===== src/rtl/instruction_fetch_if.sv =====
// Bundle of signals between the fetch stage, the instruction memory and the
// IF/ID boundary. The master side is the fetch stage itself.
interface instruction_fetch_if;
  logic        stall;
  logic        redirect;
  logic [31:0] redirect_pc;
  logic [31:0] read_address;
  logic [31:0] imem_instruction;
  logic [31:0] if_instruction;
  logic [31:0] if_pc;
  logic [31:0] if_pc_plus4;
  logic        if_valid;
  logic        if_fault;

  modport master (
    input  stall, redirect, redirect_pc, imem_instruction,
    output read_address, if_instruction, if_pc, if_pc_plus4, if_valid, if_fault
  );

  modport slave (
    output stall, redirect, redirect_pc, imem_instruction,
    input  read_address, if_instruction, if_pc, if_pc_plus4, if_valid, if_fault
  );
endinterface


===== src/rtl/instruction_fetch.sv =====
// Fetch stage: owns the PC, addresses a 1-cycle-latency instruction memory and
// presents instruction/PC pairs to IF/ID with stall, redirect and fault halt.
module instruction_fetch #(
  parameter logic [31:0] RESET_PC   = 32'h0000_0000,
  parameter int          IMEM_BYTES = 256
) (
  input logic               clk,
  input logic               rst_n,
  instruction_fetch_if.master bus
);

  typedef enum logic [1:0] {
    BOOT = 2'd0,
    RUN  = 2'd1,
    HALT = 2'd2
  } state_t;

  localparam logic [31:0] LAST_ADDR = 32'(IMEM_BYTES - 4);

  function automatic logic is_legal(input logic [31:0] a);
    return (a[1:0] == 2'b00) && (a <= LAST_ADDR);
  endfunction

  state_t      state_r, state_nxt_s;
  logic [31:0] pc_r, pc_nxt_s;
  logic [31:0] if_pc_r, if_pc_nxt_s;
  logic [31:0] if_pc_plus4_r, if_pc_plus4_nxt_s;
  logic        if_valid_r, if_valid_nxt_s;
  logic        if_fault_r, if_fault_nxt_s;
  logic [31:0] addr_s;
  logic        issue_s;
  logic        legal_s;

  // Address select and issue decision; a stalled RUN re-reads the held word
  always_comb begin
    addr_s  = pc_r;
    issue_s = 1'b0;
    if (bus.redirect) begin
      addr_s  = bus.redirect_pc;
      issue_s = 1'b1;
    end else begin
      case (state_r)
        BOOT: begin
          addr_s  = pc_r;
          issue_s = 1'b1;
        end
        RUN: begin
          addr_s  = bus.stall ? if_pc_r : pc_r;
          issue_s = ~bus.stall;
        end
        HALT: begin
          addr_s  = if_pc_r;
          issue_s = 1'b0;
        end
        default: begin
          addr_s  = pc_r;
          issue_s = 1'b0;
        end
      endcase
    end
    legal_s = is_legal(addr_s);
  end

  // Next-state and next register values
  always_comb begin
    state_nxt_s       = state_r;
    pc_nxt_s          = pc_r;
    if_pc_nxt_s       = if_pc_r;
    if_pc_plus4_nxt_s = if_pc_plus4_r;
    if_valid_nxt_s    = if_valid_r;
    if_fault_nxt_s    = if_fault_r;
    if (issue_s) begin
      if (legal_s) begin
        if_pc_nxt_s       = addr_s;
        if_pc_plus4_nxt_s = addr_s + 32'd4;
        pc_nxt_s          = addr_s + 32'd4;
        if_valid_nxt_s    = 1'b1;
        if_fault_nxt_s    = 1'b0;
        state_nxt_s       = RUN;
      end else begin
        if_pc_nxt_s    = addr_s;
        if_valid_nxt_s = 1'b0;
        if_fault_nxt_s = 1'b1;
        state_nxt_s    = HALT;
      end
    end else begin
      state_nxt_s = state_r;
    end
  end

  // State registers with synchronous active-low reset
  always_ff @(posedge clk) begin
    if (!rst_n) begin
      state_r       <= BOOT;
      pc_r          <= RESET_PC;
      if_pc_r       <= 32'h0000_0000;
      if_pc_plus4_r <= 32'h0000_0004;
      if_valid_r    <= 1'b0;
      if_fault_r    <= 1'b0;
    end else begin
      state_r       <= state_nxt_s;
      pc_r          <= pc_nxt_s;
      if_pc_r       <= if_pc_nxt_s;
      if_pc_plus4_r <= if_pc_plus4_nxt_s;
      if_valid_r    <= if_valid_nxt_s;
      if_fault_r    <= if_fault_nxt_s;
    end
  end

  assign bus.read_address   = addr_s;
  assign bus.if_instruction = bus.imem_instruction;
  assign bus.if_pc          = if_pc_r;
  assign bus.if_pc_plus4    = if_pc_plus4_r;
  assign bus.if_valid       = if_valid_r;
  assign bus.if_fault       = if_fault_r;

endmodule

===== src/flat_wrapper.sv =====
// flat-port wrapper written by rule: the top's interface ports become plain ports
module instruction_fetch_flat 
#(
  parameter logic [31:0] RESET_PC   = 32'h0000_0000,
  parameter int          IMEM_BYTES = 256
)
  (clk, rst_n, bus_stall, bus_redirect, bus_redirect_pc, bus_imem_instruction, bus_read_address, bus_if_instruction, bus_if_pc, bus_if_pc_plus4, bus_if_valid, bus_if_fault);
  instruction_fetch_if bus_i ();
  input logic clk;
  input logic rst_n;
  input wire logic [$bits(bus_i.stall)-1:0] bus_stall;
  input wire logic [$bits(bus_i.redirect)-1:0] bus_redirect;
  input wire logic [$bits(bus_i.redirect_pc)-1:0] bus_redirect_pc;
  input wire logic [$bits(bus_i.imem_instruction)-1:0] bus_imem_instruction;
  output wire logic [$bits(bus_i.read_address)-1:0] bus_read_address;
  output wire logic [$bits(bus_i.if_instruction)-1:0] bus_if_instruction;
  output wire logic [$bits(bus_i.if_pc)-1:0] bus_if_pc;
  output wire logic [$bits(bus_i.if_pc_plus4)-1:0] bus_if_pc_plus4;
  output wire logic [$bits(bus_i.if_valid)-1:0] bus_if_valid;
  output wire logic [$bits(bus_i.if_fault)-1:0] bus_if_fault;
  assign bus_i.stall = bus_stall;
  assign bus_i.redirect = bus_redirect;
  assign bus_i.redirect_pc = bus_redirect_pc;
  assign bus_i.imem_instruction = bus_imem_instruction;
  assign bus_read_address = bus_i.read_address;
  assign bus_if_instruction = bus_i.if_instruction;
  assign bus_if_pc = bus_i.if_pc;
  assign bus_if_pc_plus4 = bus_i.if_pc_plus4;
  assign bus_if_valid = bus_i.if_valid;
  assign bus_if_fault = bus_i.if_fault;
  instruction_fetch #(.RESET_PC(RESET_PC), .IMEM_BYTES(IMEM_BYTES)) u_core (.clk(clk), .rst_n(rst_n), .bus(bus_i));
endmodule

===== config.mk =====
export PLATFORM = sky130hd
export DESIGN_NAME = instruction_fetch_flat
export DESIGN_NICKNAME = d
export VERILOG_FILES = /design/src/rtl/instruction_fetch_if.sv /design/src/rtl/instruction_fetch.sv /design/src/flat_wrapper.sv
export SDC_FILE = /design/constraint.sdc
export NUM_CORES = 1
export LEC_CHECK = 0
export ABC_AREA = 1
export CORE_ASPECT_RATIO = 1.75
export CORE_MARGIN = 3
export CORE_UTILIZATION = 30
export DETAILED_ROUTE_END_ITERATION = 8
export PLACE_DENSITY_LB_ADDON = 0.05
export SKIP_CTS_REPAIR_TIMING = 1
export SLEW_MARGIN = 20
export SYNTH_ARGS = -nofsm -noshare
export SYNTH_HDL_FRONTEND = slang
export SYNTH_SLANG_ARGS = --single-unit

===== constraint.sdc =====
create_clock -name clk -period 2.4 [get_ports clk]
set_input_delay 0.36 -clock clk [delete_from_list [all_inputs] [get_ports clk]]
set_output_delay 0.36 -clock clk [all_outputs]
set_load 0.02 [all_outputs]

; ---- Yosys cells after proc, flatten, opt, wreduce, memory -nomap -nowiden
; Cells that the tools add are included.
[op_classes]
mux = 8
add_sub_neg = 1
n_eq_ne = 2
reduce_logical = 4
n_lt_le_gt_ge = 1
bitwise_logic = 1
[op_table]
columns = operator, n
row1 = $mux 32, 2
row2 = $pmux 32 s2, 1
row3 = $add 32x3->32 const B, 1
row4 = $le 32x8->1 const B, 1
row5 = $logic_not 2->1, 2
row6 = $mux 1, 3
row7 = $eq 2x1->1 const B, 1
row8 = $eq 2x2->1 const B, 1
row9 = $mux 2, 1
row10 = $pmux 1 s2, 1
row11 = $reduce_and 2->1, 1
row12 = $logic_and 1x1->1, 1
row13 = $not 1->1, 1
[totals]
reg_bits = 100
out_inout_bits = 130
elab_cells = 23
in_bits = 68

; ---- Longest topological paths before layout
[logic_depth]
ltp_word = 6
mapped_depth = 18
depth_no_buf = 17

; ---- Least setup slack after synthesis
; No wires, ideal clock.
[synth_timing]
kind = register to register
startpoint = reg u_core.state_r[1]
endpoint = reg u_core.pc_r[8]
stages_incl_launch_ff = 18
setup_time_ns = 0.115
synth_period_minus_slack_ns = 2.507
required_time_ns = 2.285
slack_ns = -0.107
arrival_ns = 2.392
path_buffers = 2
path_cell_list = dfxtp_1 inv_1 ha_1 buf_6 nand2_4 buf_6 nand2_1 nand3_1 o21ai_0 inv_1 ha_1 nand3_1 nor2_1 nand3_1 nand2_1 nand3_1 nand2_1 nor2_1
[synth_via]
elab_chain_cells = 6
word_cells_on_any_way = 12
classes_between = add/sub: 1 / order compare: 1 / eq/ne: 2 / mux: 4 / reduce/logical: 4
[synth_lines]
columns = element, line_no
row1 = from (decl), instruction_fetch.sv:24  ; state_t state_r, state_nxt_s;
row2 = from (signal assigned), instruction_fetch.sv:101  ; state_r <= state_nxt_s;
row3 = $eq 2x2->1 / $eq 2x1->1 (equally long branches), instruction_fetch.sv:42  ; case (state_r)
row4 = $pmux 32 s2 *, instruction_fetch.sv:42
row5 = $mux 32 *, instruction_fetch.sv:38  ; if (bus.redirect) begin
row6 = via bus_read_address[2], flat_wrapper.sv:15  ; output wire logic [$bits(bus_i.read_address)-1:0] bus_read_address;
row7 = $le 32x8->1, instruction_fetch.sv:21  ; return (a[1:0] == 2'b00) && (a <= LAST_ADDR);
row8 = $logic_and 1x1->1, instruction_fetch.sv:21
row9 = $reduce_and 2->1 (no source line), --
row10 = to (signal assigned), instruction_fetch.sv:102  ; pc_r <= pc_nxt_s;
row11 = to (decl), instruction_fetch.sv:25  ; logic [31:0] pc_r, pc_nxt_s;
; Mark *: on every way through the listed nets, which the timed path passes. The rest lies on a longest branch.
; A chain may end at the register's enable or synchronous reset.

; ---- Worst setup path after layout
[layout_timing]
startpoint = reg u_core.state_r[0]
endpoint = out bus_read_address[8]
[layout_via]
elab_chain_cells = 3
word_cells_on_any_way = 4
classes_between = eq/ne: 2 / mux: 2
[layout_lines]
columns = element, line_no
row1 = $eq 2x2->1 / $eq 2x1->1 (equally long branches), instruction_fetch.sv:42
row2 = $pmux 32 s2 *, instruction_fetch.sv:42
row3 = $mux 32 *, instruction_fetch.sv:38
row4 = to (decl), flat_wrapper.sv:15
; Every way passes the cells marked *; elsewhere a longest branch is shown, timed or not.

==> out/metrics.yaml <==
worstPathCellList: "inv_1 -> ha_4 -> buf_8 -> nand2_1 -> inv_1 -> nand2_1 -> nand3_1 -> nand2_1 -> inv_1 -> dlymetal6s2s_1"
hold_viol_final: 0
hp-class: "flop to flop"
die_y_um: 160
die_w_um: 93.9
core_area_mm2: 0.0131
synth_area_leader_cell: "dfxtp_1"
multi_input_area_mm2: 0.00185
async_flop_share: 0
antenna_found_initial: 0
finalNonFillerCells: 878
numCtsBuffers: 9
start_kind: "flop"
power.density_mw_per_mm2: 559
postRouteAntennaNets: 0
fin_crit_ns: 2.26
cts_root_buf: "clkbuf_16"
synth_ff_type: "dfxtp_1"
via_per_inst: 4.58
synth_cell_types: 26
ys_ff_latch: 67
die_area_mm2: 0.0150
arrival_ns: 1.90
grt_use_total: 0.188
cts_buffer_depth: 2
final_cell_area_mm2: 0.00562
synthTopCellsByCount: "nand2_1 (167), dfxtp_1 (67), buf_4 (64)"
synth_seq_area_share: 0.331
r2r_cells: 15
drc: 0
tritoncts: "done"
fin_hold_ws_ns: 0.453
wl_met3_um: 708
clock_skew_ns: 0.00766
crit_path_top_delay_cell: "dfxtp_2"
worstReg2RegStart: "u_core.state_r[0]"
vias: 4017
rsz0062_at_grt: "true"
clk_latency_ns: 0.34
crit_end: "bus_read_address[8]"
route.met2.wl_mm: 7.17
numClockSinks: 67
critPathLaunch: "u_core.state_r[0]"
max_freq_ghz: 0.442
numPortBuffers: 133
synth_area_per_cell_um2: 6.67
drtPass1Iterations: 4
cpPeakStageDelay_ns: 0.34
fin_nets: 774
wire_per_inst_um: 15.5
regArea_mm2: 0.00134
drt_iter0_drc: 91
fillers: 1403
status: "finished clean"
drv_slew: 0
io_pins: 198
p_leak_uw: 0.00279
post-route-util: 0.430
synth.most_common_cell: "nand2_1"
min_path_cells: 2
path_clk_slew_ns: 0.06
synth_top_cell_area_share: 0.331
finalWeightedCongestion: 0.836
grt.overflow.total: 0
setup_tns_ns: 0
crit_fanout: 12
syn_nets: 680
drive_above_1_share: 0.167
grt_pass1_vias: 4170
yosys-top-cells-area: "dfxtp_1 (33%), nand2_1 (15%), buf_4 (12%)"
initial_core_util: 0.310
drv_cap: 0
worst_pin_slew_ns: 0.623
synth_edf_count: 0
syn-cell-area_mm2: 0.00406
top_layer_used: "met4"
slew_headroom: 0.585
grt_start_max_net_pins: 66
fin_crit_sh: 0.942
reg2reg_slack_ns: 0.21
place_area_mm2: 0.00531
dp_cells: 862
syn_inst: 608
endpoint_kind: "output port"
htree_levels: 3
insertedDiodeCount: 0
r2r_end: "u_core.pc_r[18]"
dp_hpwl_mm: 10.1
grt_first_pass_wirelength_mm: 21.7
syn2layout_area_growth_pct: 38.5
path_class: "flop to output port"
wirelength_mm: 13.6
ys_warn_count: 0
crit_required_ns: 2.04
finalSetupViolCount: 0
rows: 55
ir_drop_v: 0.000307
met1Wirelength_mm: 5.25
==> state kept, by name, summed over array words and instances (netlist names) <==
signal,cells
u_core.bus.if_pc,32
u_core.state_r,2
u_core.pc_r,32
u_core.bus.if_pc_plus4,1
==> worst max-delay path, delay by kind of cell, from the launching register on <==
| kind | cells | cell delay, ns |
|---|---|---|
| simple gates | 4 | 0.29 |
| fa+ha+maj | 1 | 0.32 |
| buf+inv | 5 | 0.62 |
| flops | 1 | 0.34 |
==> where the power goes <==
part / leakage, µW / total [µW] / switching (µW) / internal, µW
clock network: 0.000137 / 1250 / 493 / 754
registers: 0.000549 / 1190 / 36.3 / 1160
logic: 0.00211 / 698 / 386 / 312
==> layout by cell type, fill, tap and decap left out, types with 2 or more instances in the layout <==
master           Yosys  final
dfxtp_1             67     65
or2_2                8      8
inv_2                2      4
nor2_1              42     39
or2_1                9      9
clkbuf_1            13      3
clkbuf_2             0     15
nor2_8               2      2
nand3_2              1      2
inv_1               62     60
a21oi_1             37     37
dlymetal6s2s_1       0     15
nand3_1             50     49
clkbuf_8             0      2
ha_1                 4      2
nor2_2               0      2
buf_2                7      2
buf_12               0      5
dfxtp_2              0      2
nand2_1            167    158
clkbuf_16            0      9
nand2_2              4     13
clkinv_2             0      2
buf_4               64     39
o21ai_0             34     33
or2_0               14     14
o21ai_1              2      2
o21ai_2              1      2
nand2_4              2      2
clkdlybuf4s50_1      0    100
==> routing by layer <==
layer | up-vias | global-route usage
li1 | 1998 | -
met1 | 1858 | 0.204
met2 | 128 | 0.331
met3 | 33 | 0.0485
met4 | 0 | 0.0894
met5 | - | 0
==> cell type report <==
type                    instances  share of cell area
well taps                     171              0.0381
inverters                      65              0.0434
multi-input cells             381               0.329
clock buffers                  14              0.0470
clock inverters                 2             0.00178
repair buffers                178               0.301
flip-flops and latches         67               0.239
==> how the worst min path moves through the flow <==
stage | from | end | slack (ns)
after floorplan | u_core.pc_r[0] | u_core.pc_r[0] | 0.42
after global placement | u_core.pc_r[12] | u_core.pc_r[12] | 0.44
after detailed placement | u_core.pc_r[9] | u_core.pc_r[9] | 0.44
after CTS | u_core.pc_r[30] | u_core.pc_r[30] | 0.46
after global routing | u_core.pc_r[16] | u_core.pc_r[16] | 0.48
final | u_core.pc_r[30] | u_core.pc_r[30] | 0.45
==> metrics by stage <==
step | total power [µW] | worst slack [ns]
after floorplan | 1650 | 0.0519
after global placement | 1940 | -0.200
after detailed placement | 1930 | -0.193
after CTS | 3190 | -0.435
after global routing | 3280 | -0.0128
final | 3140 | 0.139
==> logic make-up after synthesis <==
| group | share of synthesized area |
|---|---|
| buf+inv | 0.230 |
| fa+ha+maj | 0.0123 |
| xor+xnor | 0.00432 |
| compound gates | 0.0944 |
| flops | 0.331 |
| simple gates | 0.329 |
Note: power is estimated with default switching activity, not from simulation.
